`src/rtl/mem_port_arbiter.sv`:
```
// Arbitrates one sram-like memory port between instruction fetch and load/store,
// with data priority, a starvation guard for fetch and one transaction in flight.
module mem_port_arbiter #(
  parameter int unsigned STARVE_MAX = 3
) (
  input  logic        clk,
  input  logic        rst,
  input  logic        inst_req,
  input  logic [31:0] inst_addr,
  output logic        inst_addr_ok,
  output logic        inst_data_ok,
  output logic [31:0] inst_rdata,
  input  logic        data_req,
  input  logic        data_wr,
  input  logic [1:0]  data_size,
  input  logic [3:0]  data_wstrb,
  input  logic [31:0] data_addr,
  input  logic [31:0] data_wdata,
  output logic        data_addr_ok,
  output logic        data_data_ok,
  output logic [31:0] data_rdata,
  output logic        mem_req,
  output logic        mem_wr,
  output logic [1:0]  mem_size,
  output logic [3:0]  mem_wstrb,
  output logic [31:0] mem_addr,
  output logic [31:0] mem_wdata,
  input  logic        mem_addr_ok,
  input  logic        mem_data_ok,
  input  logic [31:0] mem_rdata,
  output logic        busy
);

  typedef enum logic [1:0] {IDLE, ADDR, DATA} state_t;

  localparam logic [1:0] SMAX = 2'(STARVE_MAX);

  state_t      state, state_nx;
  logic        owner;
  logic [1:0]  starve_cnt;
  logic        grant_inst, grant_data, done;

  // Grants are gated by rst so no addr_ok can escape while reset is held.
  always_comb begin
    state_nx   = state;
    grant_inst = 1'b0;
    grant_data = 1'b0;
    done       = 1'b0;
    case (state)
      IDLE: begin
        if (rst) begin
          if (data_req && !(inst_req && starve_cnt == SMAX)) grant_data = 1'b1;
          else if (inst_req)                                  grant_inst = 1'b1;
        end
        if (grant_inst || grant_data) state_nx = ADDR;
      end
      ADDR: if (mem_addr_ok) state_nx = DATA;
      DATA: begin
        if (mem_data_ok) begin
          done     = 1'b1;
          state_nx = IDLE;
        end
      end
      default: state_nx = IDLE;
    endcase
  end

  assign inst_addr_ok = grant_inst;
  assign data_addr_ok = grant_data;
  assign inst_data_ok = done && !owner;
  assign data_data_ok = done && owner;
  assign inst_rdata   = (done && !owner) ? mem_rdata : '0;
  assign data_rdata   = (done && owner)  ? mem_rdata : '0;
  assign mem_req      = (state == ADDR);
  assign busy         = (state != IDLE);

  always_ff @(posedge clk or negedge rst) begin
    if (!rst) begin
      state      <= IDLE;
      owner      <= 1'b0;
      starve_cnt <= '0;
      mem_wr     <= 1'b0;
      mem_size   <= '0;
      mem_wstrb  <= '0;
      mem_addr   <= '0;
      mem_wdata  <= '0;
    end else begin
      state <= state_nx;
      if (grant_data) begin
        owner      <= 1'b1;
        mem_wr     <= data_wr;
        mem_size   <= data_size;
        mem_wstrb  <= data_wstrb;
        mem_addr   <= data_addr;
        mem_wdata  <= data_wdata;
        starve_cnt <= !inst_req ? '0 :
                      (starve_cnt == 2'b11) ? starve_cnt : starve_cnt + 2'd1;
      end else if (grant_inst) begin
        owner      <= 1'b0;
        mem_wr     <= 1'b0;
        mem_size   <= 2'd2;
        mem_wstrb  <= '0;
        mem_addr   <= inst_addr;
        mem_wdata  <= '0;
        starve_cnt <= '0;
      end
    end
  end

endmodule

```
`config.mk`:
```
export PLATFORM = sky130hd
export DESIGN_NAME = mem_port_arbiter
export DESIGN_NICKNAME = d
export VERILOG_FILES = /design/src/rtl/mem_port_arbiter.sv
export SDC_FILE = /design/constraint.sdc
export NUM_CORES = 1
export LEC_CHECK = 0
export CAP_MARGIN = 40
export CORE_AREA = 2 2 110 112
export CTS_BUF_LIST = sky130_fd_sc_hd__clkbuf_2
export CTS_CLUSTER_DIAMETER = 100
export DETAILED_ROUTE_END_ITERATION = 12
export DIE_AREA = 0 0 112 114
export DONT_BUFFER_PORTS = 1
export PLACE_DENSITY = 0.5
export SLEW_MARGIN = 20
export SYNTH_ARGS = -nofsm -noshare
export SYNTH_HDL_FRONTEND = slang
export SYNTH_SLANG_ARGS = --single-unit
```
`constraint.sdc`:
```
create_clock -name clk -period 1.38 [get_ports clk]
set_input_delay 0.276 -clock clk [delete_from_list [all_inputs] [get_ports clk]]
set_output_delay 0.276 -clock clk [all_outputs]
set_load 0.005 [all_outputs]
```
# ---- Word-level counts from Yosys, hierarchy flattened
# Cells that the tools add are included.
dict set report op_classes {
  addsub 1
  n_mux 32
  reduce_logical 12
  eq_ne 7
}
# operator n
set op_table {}
lappend op_table {{32-bit two-way mux} 6}
lappend op_table {{2-bit two-way mux} 9}
lappend op_table {{1-bit two-way mux} 14}
lappend op_table {{4-bit two-way mux} 2}
lappend op_table {{2-bit case mux with 3 select lines} 1}
lappend op_table {{2-bit == test (second input constant)} 2}
lappend op_table {{1-bit logical AND} 4}
lappend op_table {{2-bit inequality test (second input constant)} 2}
lappend op_table {{2-bit nonzero test} 2}
lappend op_table {{3-bit inequality test (second input constant)} 1}
lappend op_table {{3-bit AND reduction} 1}
lappend op_table {{2-bit by 1-bit adder with 2-bit output (second input constant)} 1}
lappend op_table {{2-bit by 1-bit == test with 1-bit output (second input constant)} 1}
lappend op_table {{1-bit zero test} 2}
lappend op_table {{2-bit zero test} 1}
lappend op_table {{2-bit by 1-bit inequality test with 1-bit output (second input constant)} 1}
lappend op_table {{2-bit AND reduction} 1}
lappend op_table {{1-bit logical OR} 1}
dict set report totals {
  inputBits 141
  out_inout_bits 141
  elab_cells 60
  reg_bits 76
}

# ---- Depth between registers and ports, before layout
dict set report depth {
  word_depth 10
  depth_mapped 6
  depth_no_buf 4
}

# ---- Least setup slack after synthesis
# No wires, ideal clock.
dict set report synth_path {
  kind {flip-flop to flip-flop}
  from {register starve_cnt[0]}
  to {register mem_addr[10]}
  arrival_ps 1427
  stages_incl_launch_ff 6
  setup_slack_ps -129
  required_ps 1298
  cell_sequence {dfrtp_1 ha_1 a21boi_1 clkbuf_1 nand3_1 a31oi_1}
}
dict set report synth_between {
  elab_chain_cells 9
}
# item line_no
set synth_rtl {}
lappend synth_rtl {{start, declared} 40} ;# logic [1:0] starve_cnt;
lappend synth_rtl {{start signal, assigned} 96} ;# starve_cnt <= !inst_req ? '0 :
lappend synth_rtl {{2-bit == test *} 52} ;# if (data_req && !(inst_req && starve_cnt == SMAX)) grant_data = 1'b1;
lappend synth_rtl {{1-bit logical AND *} 52}
lappend synth_rtl {{1-bit zero test *} 52}
lappend synth_rtl {{1-bit logical AND *} 52}
lappend synth_rtl {{1-bit two-way mux} 52}
lappend synth_rtl {{1-bit two-way mux} 51} ;# if (rst) begin
lappend synth_rtl {{1-bit two-way mux (2 in a row)} 49} ;# case (state)
lappend synth_rtl {{32-bit two-way mux or 2-bit nonzero test (tied branches)} -}
lappend synth_rtl {{end signal, assigned} 94} ;# mem_addr <= data_addr;
lappend synth_rtl {{end signal, assigned} 103} ;# mem_addr <= inst_addr;
lappend synth_rtl {{end, declared} 26} ;# output logic [31:0] mem_addr,
# Mark *: on every way between the ends. The rest lies on a longest branch, timed or not. The select of a mux whose other input is x is not followed.
# A chain may end at the register's enable or synchronous reset.

# ---- Final worst setup path
dict set report layout_path {
  from {register state[1]}
  to {output inst_rdata[7]}
}
dict set report layout_between {
  elab_chain_cells 4
}
# item line_no
set layout_rtl {}
lappend layout_rtl {{start, declared} 38} ;# state_t state, state_nx;
lappend layout_rtl {{start signal, assigned} 88} ;# state <= state_nx;
lappend layout_rtl {{2-bit == test} 49}
lappend layout_rtl {{1-bit two-way mux} 49}
lappend layout_rtl {{1-bit logical AND} 72} ;# assign inst_rdata = (done && !owner) ? mem_rdata : '0;
lappend layout_rtl {{32-bit two-way mux} 72}
lappend layout_rtl {{end, declared} 12} ;# output logic [31:0] inst_rdata,
# No other way between the ends.

==> results_dict.tcl <==
set metrics [dict create \
    port-buffer-count 0 \
    dieArea_um2 12800 \
    final_nets 642 \
    crit_fanout 33 \
    start_util_pct 31.7 \
    path_buf_inv 2 \
    timing.fmax_ghz 0.476 \
    crit_path_cell_trace "buf_6, nand2b_4, nor3b_4, buf_12, and2_1" \
    path_class "reg2out" \
    postLayoutCellArea_um2 5960 \
    combPwrFrac_pct 39.5 \
    fin_crit_sh_pct 152 \
    drive_gt1_share_pct 25.9 \
    finalHoldViolCount 76 \
    cp.depth 5 \
    power.density_nw_per_um2 1620 \
    hp-class "in2async" \
    final_cell_mix "107 x dlygate4sd3_1, 75 x dfrtp_1, 62 x and2_1" \
    synth.avg_cell_area_um2 9.99 \
    area_growth_pct 60.5 \
    syn_area_um2 3720 \
    synth_seq_cells 76 \
    cpPeakStageDelay_ns 0.49 \
    p_seq_share_pct 44.2 \
    swShare_pct 38.0 \
    dr_total_vias 3647 \
    clkTransAtPathRegs_ns 0.27 \
    worst_setup_path_end_kind "output pin" \
    power.share.clock_pct 16.3 \
    fill_cells 1029 \
    track_usage_pct 18.8 \
    place_area_um2 4000 \
    maxCapViolations 0 \
    crit_path_end "inst_rdata[7]" \
    drt-pass1-iter-count 5 \
    ios 282 \
    skew_ns 0.0286 \
    antenna_left 0 \
    cpMaxStageDelayCell "dfrtp_1" \
    die_x_um 112 \
    crit_start "state[1]$_DFFE_PN0P_" \
    yosysTopAreaCell "dfrtp_1" \
    ys_seq_area_share_pct 51.2 \
    cts_tree "built" \
    syn_nets 514 \
    grt_pass1_wl_um 18900 \
    hpwl_um 7820 \
    clock_sinks 76 \
    fp-row-count 40 \
    first_iter_violations 242 \
    numCtsBuffers 9 \
    fin_tns_setup_ns -63.11 \
    reg2reg_slack_ns -0.35 \
    grt_pass1_vias 3534 \
    fin_crit_ns 2.10 \
    ys_types 28 \
    syn_inst 372 \
    final_cells 652 \
    p_leak_uw 0.00249 \
    critPathLaunchType "flip-flop" \
    worstPathRequired_ns 1.10 \
    final_common_cell "dlygate4sd3_1" \
    dp.cells 507 \
    r2r-end "mem_wdata[27]$_DFFE_PN0P_" \
    clkLatencyLatePin_ns 0.55 \
    drt_wl_total_um 14000 \
    worst_pin_slew_ns 0.346 \
    r2r-start "state[1]$_DFFE_PN0P_" \
    antenna_cells 0 \
    antenna_found_initial 0 \
    setup_ws_ns -0.720 \
    final_util_pct 50.9 \
    die_h_um 114 \
    status "finished, violations left" \
    setup_viol 144 \
    place.gp.congestion 0.789 \
    holdWs_ns -0.642 \
    ctsHtreeMaxLevel 3 \
    yosys_warnings 0 \
    cp_top_family "flip-flops" \
    cts.path.max_buffers 2 \
    wire_per_inst_um 21.5 \
    cts-root-buf "clkbuf_2" \
    grt_start_max_net_pins 79 \
    drc 0 \
    drv_slew 0 \
    p_sw_uw 3680 \
    maxSlewHeadroom_pct 77.0 \
    intPower_uw 5990 \
    grt-ovfl-total 0 \
    rsz0062_at_grt "true" \
    worstPathArrival_ns 1.82 \
    core-area_um2 11700 \
    avgViaCountPerCell 5.59 \
    reg2regPathDepth 7 \
    yosysTopAreaCellShare_pct 51.2 \
    ir_worst_vdd_mv 0.969 \
    violations "negative hold slack, negative setup slack" \
    synth_area_leaders "dfrtp_1 51%, and2_1 11%, a22o_1 9.0%" \
]
[logic make-up after synthesis]
family,share of synthesized area [%]
compound gates,24.7
simple gates,18.1
flops,51.2
buf+inv,5.69
fa+ha+maj,0.337
[power by group through the flow]
stage | clock [uW] | combinational (uW) | sequential (uW)
finish | 1570 | 3820 | 4270
floorplan | 0 | 1890 | 3990
global placement | 0 | 2400 | 4290
detailed placement | 0 | 2490 | 4250
global route | 1740 | 4150 | 4390
CTS | 1630 | 3000 | 4240
[routing by layer]
| metal | share of wire [%] | routed length [um] | track usage [%] |
|---|---|---|---|
| met3 | 7.3 | 1020 | 4.30 |
| met4 | 2.5 | 344 | 8.29 |
| met1 | 40 | 5660 | 25.3 |
| met5 | 0 | 0 | 0 |
| met2 | 50 | 7000 | 29.4 |
[registers in the layout, indices dropped and copies added, names as in the netlist]
signal      flops
state           2
mem_wr          1
mem_size        2
starve_cnt      2
owner           1
mem_wstrb       4
mem_addr       32
mem_wdata      32
[repair_timing]
| action | 4_1_cts | 5_1_grt |
|---|---|---|
| gates cloned | 4 | 9 |
| gates resized for setup | 38 | 92 |
| setup buffers | 4 | 11 |
| setup endpoints to repair | 144 | 170 |
| hold buffers | 106 | 1 |
| endpoints found under the hold margin | 152 | 78 |
| pin swaps | 16 | 67 |
[Yosys cell counts]
| library cell | instances |
|---|---|
| a21bo_2 | 1 |
| a21boi_1 | 1 |
| a21o_1 | 1 |
| a21oi_1 | 33 |
| a22o_1 | 38 |
| a31oi_1 | 32 |
| a32o_1 | 1 |
| and2_1 | 65 |
| and4b_1 | 1 |
| buf_2 | 11 |
| buf_4 | 2 |
| buf_6 | 4 |
| clkbuf_1 | 20 |
| clkbuf_2 | 2 |
| dfrtp_1 | 76 |
| ha_1 | 1 |
| inv_1 | 3 |
| nand2_1 | 3 |
| nand2b_1 | 2 |
| nand3_1 | 32 |
| nand4_1 | 1 |
| nor2_8 | 1 |
| nor3b_2 | 2 |
| o21ai_0 | 35 |
| o32a_1 | 1 |
| or2_0 | 1 |
| or2_2 | 1 |
| or3b_1 | 1 |
[worst register-to-register path, delay by kind of cell (launching register included)]
| family | cells | cell delay [ns] |
|---|---|---|
| flip-flops | 1 | 0.49 |
| AND/OR/NAND/NOR | 2 | 0.54 |
| buffers and inverters | 4 | 0.52 |
| AO/OA/AOI/OAI | 1 | 0.15 |
[layout make-up]
type / instances / area [um^2] / area share, %
multi-input combinational: 254 / 1920 / 32.2
sequential: 76 / 1900 / 31.9
timing repair buffer: 156 / 1800 / 30.1
tap: 147 / 184 / 3.08
clock inverter: 7 / 105 / 1.76
clock buffer: 9 / 45.0 / 0.755
inverter: 3 / 13.8 / 0.231
[worst min path at each step]
stage                                      to  depth (start not counted)  slack, ns
floorplan             mem_addr[0]$_DFFE_PN0P_                          0      -0.02
global placement    mem_wdata[15]$_DFFE_PN0P_                          0      -0.02
detailed placement  mem_wdata[15]$_DFFE_PN0P_                          0      -0.02
CTS                 mem_wdata[15]$_DFFE_PN0P_                          0      -0.68
global route        mem_wdata[26]$_DFFE_PN0P_                          0      -0.75
finish              mem_wdata[15]$_DFFE_PN0P_                          0      -0.64
[through the flow]
stage / power, uW / setup slack, ns
floorplan: 5880 / -0.0995
global placement: 6680 / -0.175
detailed placement: 6740 / -0.182
CTS: 8870 / -0.777
global route: 10300 / -0.854
finish: 9670 / -0.720
(Power assumes the default switching activity.)
